[src/rtl/shake_pkg.sv]
// Shared definitions for the SHAKE256 message loader.
// Holds the rate-block geometry, the SHAKE padding bytes and the loader state type.
// Optional feature macro used by the importing files: SHAKE_PAD_EN.
package shake_pkg;

   // Bytes and bits in one SHAKE256 rate block.
   localparam int unsigned RATE_BYTES = 136;
   localparam int unsigned RATE_BITS  = RATE_BYTES * 8;
   // Width of the data-bit length field; must hold RATE_BITS.
   localparam int unsigned LEN_W      = 11;

   // SHAKE domain-separation byte and final padding bit.
   localparam logic [7:0] SHAKE_DS = 8'h1F;
   localparam logic [7:0] PAD_END  = 8'h80;

   typedef enum logic [1:0] {
      FILL   = 2'd0,
      HOLD   = 2'd1,
      PADBLK = 2'd2
   } loader_state_t;

endpackage

[src/rtl/shake_byte_packer.sv]
// Rate-block storage for the SHAKE256 message loader.
// A byte-addressed write into the 1088-bit block register with a synchronous clear.
// With SHAKE_PAD_EN defined, the closing write can also OR in the SHAKE padding and a
// pad-only block can be loaded in place of the clear.
// Ports:
//   clock, reset        clock and asynchronous active-low reset
//   wr_en_i             write wr_byte_i into slot wr_idx_i
//   wr_idx_i, wr_byte_i byte slot and byte value
//   clr_i               zero the whole block
//   pad_i               (SHAKE_PAD_EN) pad after the byte being written
//   pad_blk_i           (SHAKE_PAD_EN) load the pad-only block
//   message_o           registered block, byte i at bits [8i+7:8i]
module shake_byte_packer
   import shake_pkg::*;
(
   input  logic                 clock,
   input  logic                 reset,
   input  logic                 wr_en_i,
   input  logic [7:0]           wr_idx_i,
   input  logic [7:0]           wr_byte_i,
   input  logic                 clr_i,
`ifdef SHAKE_PAD_EN
   input  logic                 pad_i,
   input  logic                 pad_blk_i,
`endif
   output logic [RATE_BITS-1:0] message_o
);

   logic [RATE_BITS-1:0] msg_d, msg_q;
   int unsigned          slot;

   always_comb begin
      msg_d = msg_q;
      slot  = 32'(wr_idx_i);
      if (clr_i) begin
         msg_d = '0;
      end
`ifdef SHAKE_PAD_EN
      if (pad_blk_i) begin
         msg_d[7:0]             = SHAKE_DS;
         msg_d[RATE_BITS-1 -: 8] = PAD_END;
      end
`endif
      if (wr_en_i && (slot < RATE_BYTES)) begin
         msg_d[slot*8 +: 8] = wr_byte_i;
`ifdef SHAKE_PAD_EN
         // A closing byte in the last slot leaves no room; the pad goes in an extra block.
         // Closing in slot 134 merges both pad bytes into slot 135 (0x9F).
         if (pad_i && (slot < RATE_BYTES - 1)) begin
            msg_d[(slot+1)*8 +: 8]  = msg_d[(slot+1)*8 +: 8] | SHAKE_DS;
            msg_d[RATE_BITS-1 -: 8] = msg_d[RATE_BITS-1 -: 8] | PAD_END;
         end
`endif
      end
   end

   always_ff @(posedge clock or negedge reset) begin
      if (!reset) begin
         msg_q <= '0;
      end else begin
         msg_q <= msg_d;
      end
   end

   assign message_o = msg_q;

endmodule

[src/rtl/shake256_msg_loader.sv]
// SHAKE256 message loader: packs a valid/ready byte stream into 136-byte rate blocks
// and hands each block to the core with a valid/ready handshake and a last-block flag.
// Optional feature: define SHAKE_PAD_EN to apply SHAKE256 padding in the final block,
// including an extra pad-only block when the final data block is exactly full.
// Ports:
//   clock, reset              clock and asynchronous active-low reset
//   in_data/in_valid/in_last  byte stream in; in_last marks the final message byte
//   in_ready                  loader accepts a byte this cycle
//   message, length           packed block and its count of data bits (0..1088)
//   msg_valid/msg_last        block valid, block is the final one of the message
//   msg_ready                 consumer takes the block
//   byte_count                bytes held in the current block
module shake256_msg_loader
   import shake_pkg::*;
(
   input  logic                 clock,
   input  logic                 reset,
   input  logic [7:0]           in_data,
   input  logic                 in_valid,
   input  logic                 in_last,
   output logic                 in_ready,
   output logic [RATE_BITS-1:0] message,
   output logic [LEN_W-1:0]     length,
   output logic                 msg_valid,
   output logic                 msg_last,
   input  logic                 msg_ready,
   output logic [7:0]           byte_count
);

   loader_state_t    state_q;
   logic [7:0]       byte_count_q;
   logic [LEN_W-1:0] length_q;
   logic             msg_valid_q;
   logic             msg_last_q;
   logic             in_ready_q;

   logic             accept;
   logic             closing;
   logic             handoff;
   logic             full_last;
   logic [LEN_W-1:0] len_close;

   // in_ready_q is high exactly in FILL, so it doubles as the accept qualifier.
   assign accept    = in_valid & in_ready_q;
   assign closing   = accept & (in_last | (byte_count_q == 8'(RATE_BYTES - 1)));
   assign handoff   = msg_valid_q & msg_ready;
   assign full_last = msg_last_q & (length_q == LEN_W'(RATE_BITS));
   assign len_close = (LEN_W'(byte_count_q) + LEN_W'(1)) << 3;

   shake_byte_packer u_packer (
      .clock     (clock),
      .reset     (reset),
      .wr_en_i   (accept),
      .wr_idx_i  (byte_count_q),
      .wr_byte_i (in_data),
      .clr_i     (handoff),
`ifdef SHAKE_PAD_EN
      .pad_i     (closing & in_last),
      .pad_blk_i (handoff & (state_q == HOLD) & full_last),
`endif
      .message_o (message)
   );

   always_ff @(posedge clock or negedge reset) begin
      if (!reset) begin
         state_q      <= FILL;
         byte_count_q <= '0;
         length_q     <= '0;
         msg_valid_q  <= 1'b0;
         msg_last_q   <= 1'b0;
         in_ready_q   <= 1'b1;
      end else begin
         case (state_q)
            FILL: begin
               if (accept) begin
                  byte_count_q <= byte_count_q + 8'd1;
               end
               if (closing) begin
                  state_q     <= HOLD;
                  length_q    <= len_close;
                  msg_last_q  <= in_last;
                  msg_valid_q <= 1'b1;
                  in_ready_q  <= 1'b0;
               end
            end
            HOLD: begin
               if (handoff) begin
                  byte_count_q <= '0;
`ifdef SHAKE_PAD_EN
                  if (full_last) begin
                     // Pad-only block: no data bits, still the final block.
                     state_q  <= PADBLK;
                     length_q <= '0;
                  end else begin
                     state_q     <= FILL;
                     msg_valid_q <= 1'b0;
                     msg_last_q  <= 1'b0;
                     in_ready_q  <= 1'b1;
                  end
`else
                  state_q     <= FILL;
                  msg_valid_q <= 1'b0;
                  msg_last_q  <= 1'b0;
                  in_ready_q  <= 1'b1;
`endif
               end
            end
`ifdef SHAKE_PAD_EN
            PADBLK: begin
               if (handoff) begin
                  state_q     <= FILL;
                  msg_valid_q <= 1'b0;
                  msg_last_q  <= 1'b0;
                  in_ready_q  <= 1'b1;
               end
            end
`endif
            default: begin
               state_q     <= FILL;
               msg_valid_q <= 1'b0;
               msg_last_q  <= 1'b0;
               in_ready_q  <= 1'b1;
            end
         endcase
      end
   end

   assign in_ready   = in_ready_q;
   assign length     = length_q;
   assign msg_valid  = msg_valid_q;
   assign msg_last   = msg_last_q;
   assign byte_count = byte_count_q;

endmodule
[config.mk]
export PLATFORM = sky130hd
export DESIGN_NAME = shake256_msg_loader
export DESIGN_NICKNAME = d
export VERILOG_FILES = /design/src/rtl/shake_pkg.sv /design/src/rtl/shake_byte_packer.sv /design/src/rtl/shake256_msg_loader.sv
export SDC_FILE = /design/constraint.sdc
export NUM_CORES = 2
export LEC_CHECK = 0
export BUFFER_PORTS_ARGS = -buffer_cell sky130_fd_sc_hd__buf_4
export CORE_AREA = 2 2 435 437
export CTS_BUF_LIST = sky130_fd_sc_hd__clkbuf_8
export CTS_CLUSTER_SIZE = 24
export DETAILED_ROUTE_END_ITERATION = 10
export DIE_AREA = 0 0 437 439
export GPL_ROUTABILITY_DRIVEN = 0
export PLACE_DENSITY = 0.55
export SLEW_MARGIN = 0
export SYNTH_ARGS = -nofsm -noshare
export SYNTH_HDL_FRONTEND = slang
export SYNTH_HIERARCHICAL = 1
export SYNTH_SLANG_ARGS = --single-unit
[constraint.sdc]
create_clock -name clock -period 3.47 [get_ports clock]
set_input_delay 0.694 -clock clock [delete_from_list [all_inputs] [get_ports clock]]
set_output_delay 0.694 -clock clock [all_outputs]
set_load 0.02 [all_outputs]
==> results_dict.tcl <==
set metrics [dict create \
    outcome "completed" \
    vias 40025 \
    core_area_um2 187000 \
    fin_crit_sh 0.9384 \
    ys_dominant_reg_cell "dfrtp_1" \
    whs_ps 112.9 \
    yosysTopAreaCell "dfrtp_1" \
    initial_core_util 0.2790 \
    cts_max_path_buffers 3 \
    synthArstFlopShare 1.000 \
    p_leak_nw 38.22 \
    pre_cts_ws_ps 56.78 \
    numCtsBuffers 200 \
    fin_total_pwr_mw 35.55 \
    slew-limit-headroom 0.3855 \
    die_w_um 437 \
    dpl.hpwl_mm 178.2 \
    cts_setup_buffers 0 \
    combPwrFrac 0.272 \
    grt_pass1_wl_mm 334.2 \
    synth_area_um2 52170 \
    drc 0 \
    cp.required_ps 4350 \
    fmax_mhz 307.1 \
    cts_root_buffer "clkbuf_8" \
    antenna_found_initial 13 \
    drive_gt1_frac 0.3226 \
    synth_top_area_share 0.5305 \
    seqPwrFrac 0.367 \
    worstMarginPinSlew_ps 913.6 \
    synth-seq-cells 1107 \
    yosysWarningCount 6 \
    netlist_top_cells_area "dfrtp_1 53%, mux2i_1 20%, nand2b_1 13%" \
    crit_path_max_fanout 15 \
    crit_path_end_kind "register" \
    ys_seq_area_frac 0.5310 \
    power_switching_share 0.3704 \
    grt_pass1_vias 41130 \
    rows 159 \
    setup_viol 0 \
    die_h_um 439 \
    skew_ps 80.20 \
    grt.total_usage 0.2445 \
    start_kind "register" \
    cp_common_cell "buf_4" \
    utilization 0.3708 \
    grt_max_degree 131 \
    wl_mm 242.4 \
    peakVddDrop_mv 0.5189 \
    clk_pin_slew_worst_paths_ps 60 \
    hold_path.class "in -> reg" \
    slowest_delay_ps 740 \
    drv_cap 0 \
    switchingPower_mw 13.17 \
    clk_latency_ps 1030 \
    final_antenna_net_count 0 \
    nets 5671 \
    rsz0062_at_grt "false" \
    criticalPathCategory "reg -> reg" \
    hold_violations 0 \
    path_cells "inv_1 -> ha_1 -> buf_4 -> nand2_1 -> a21boi_0 -> o32ai_4 -> buf_4 -> and3_1 -> mux2_2" \
    cp.arrival_ps 4140 \
    avgSynthCellArea_um2 11.81 \
    grt_overflow 0 \
    critPathSlowestCell "a21boi_0" \
    initialDrtViolationCount 3034 \
    vias_per_cell 4.816 \
    cts_tree "done" \
    port_buffers 1119 \
    htree_levels 4 \
    fin_tns_setup_ps 0 \
    drv_slew 0 \
    pwr-share-clk 0.361 \
    synthDistinctLibCells 76 \
    p_per_area_nw_per_um2 512.7 \
    clock-sinks 1107 \
    dieArea_um2 191800 \
    syn2layout_area_growth_pct 32.93 \
    syn_inst 4416 \
    first_pass_iters 6 \
    timing.final.ws_setup_ps 213.7 \
    boundaryPins 1123 \
    synth_edf_count 0 \
    wire_per_inst_um 29.17 \
    min_period_ps 3256 \
    internal_power_mw 22.38 \
]
kinds of logic after synthesis:
logic type                 share of synthesized area
and+or+nand+nor                               0.2196
DFF                                           0.5310
muxes                                         0.2074
buffers and inverters                        0.02736
AOI/OAI and AO/OA                            0.01209
xor gates and xnor gates                    0.001679
adders and majority gates                  0.0007196
other                                     0.00007188
critical path, delay by kind of cell, from the launching register on:
kind	cells	cell delay, ps
and+or+nand+nor	2	340
muxes	1	260
AOI/OAI and AO/OA	2	1140
adders and majority gates	1	220
DFF	1	480
buffers and inverters	3	640
routing by layer:
metal  vias up  global-route usage  part of all wire
met5         -                   0                 0
met4         0              0.1129             0.050
met3       389             0.06150             0.064
met2      1465              0.4001              0.48
met1     20569              0.3025              0.41
li1      17602                   -                 -
metrics by stage:
stage	cell area, um^2	std cells
floorplan	52180	4418
global placement	65190	7944
detailed placement	65190	7944
CTS	69330	8304
global route	69340	8307
finish	69350	8310
registers in the layout, summed over array words and instances (netlist names):
register            count
byte_count              8
in_ready                1
length                  8
msg_last                1
state_q                 1
u_packer/message_o   1088
cells in the mapped netlist, types with 12 or more instances:
master and n:
buf_2 38, nand4_4 18, nor2b_1 36, nand2_1 178
buf_4 13, mux2i_1 1044, clkbuf_1 244, buf_1 12
nand4_1 44, nand3_4 12, nand2b_1 1085, nand4_2 32
and3_1 20, o21ai_0 18, inv_1 20, nand3_1 236
nand3_2 71, dfrtp_1 1106, mux2_2 33
final timing paths:
path	from	to	slack (ps)	cells after the start
max	byte_count[1]$_DFFE_PN0P_	u_packer/message_o[103]$_DFF_PN0_	210	9
min	in_data[0]	u_packer/message_o[736]$_DFF_PN0_	110	3
max reg2reg	byte_count[1]$_DFFE_PN0P_	u_packer/message_o[103]$_DFF_PN0_	210	9
min reg2reg	length[5]$_DFFE_PN0P_	length[5]$_DFFE_PN0P_	510	1
max in group asynchronous	reset	u_packer/message_o[419]$_DFF_PN0_	2010	4
min in group asynchronous	reset	u_packer/message_o[210]$_DFF_PN0_	340	2
repair_timing:
| item | CTS | global route |
|---|---|---|
| endpoints found under the hold margin | 42 | 0 |
| gates resized for setup | 0 | 2 |
| hold buffers | 4 | 0 |
| endpoints found under the setup margin | 0 | 38 |
area by class of cell:
type,instances,area (um^2)
sequential,1107,27700
timing repair buffer,1351,10990
inverter,20,82.58
multi-input combinational,2975,23340
clock buffer,247,3400
fill,18571,117700
tap,2495,3122
antenna,6,15.01
clock inverter,109,698.2
power groups by stage:
stage	clock, mW	sequential (mW)	combinational, mW
3_5_place_dp	0	13.3	9.75
3_3_place_gp	0	13.3	9.71
2_1_floorplan	0	13.4	4.58
5_1_grt	13.7	13.1	10.1
4_1_cts	13.2	13.1	9.77
6_report	12.8	13.1	9.66
layout by cell type (no fill, tap or decap), types with 5 or more instances in the layout:
cell type	netlist	routed
buf_4	13	1280
dfrtp_1	1106	1106
nand2b_1	1085	1085
mux2i_1	1044	1044
clkbuf_8	0	247
nand3_1	236	236
nand2_1	178	178
inv_1	20	87
nand3_2	71	71
buf_12	1	66
nand4_1	44	44
mux2_2	33	33
nand4_2	32	32
nor2b_1	36	28
clkinv_2	0	21
and3_1	20	20
o21ai_0	18	18
nand4_4	18	18
nand3_4	12	12
nand3b_1	11	11
a31o_2	9	9
nor3_2	3	8
a311oi_1	8	8
diode_2	0	6
o31ai_1	6	6
nor2_1	11	6
clkinv_8	0	6
nor2b_2	0	6
xnor2_1	7	5
and2_0	6	5
a211oi_4	0	5
Note: power is estimated with default switching activity, not from simulation.
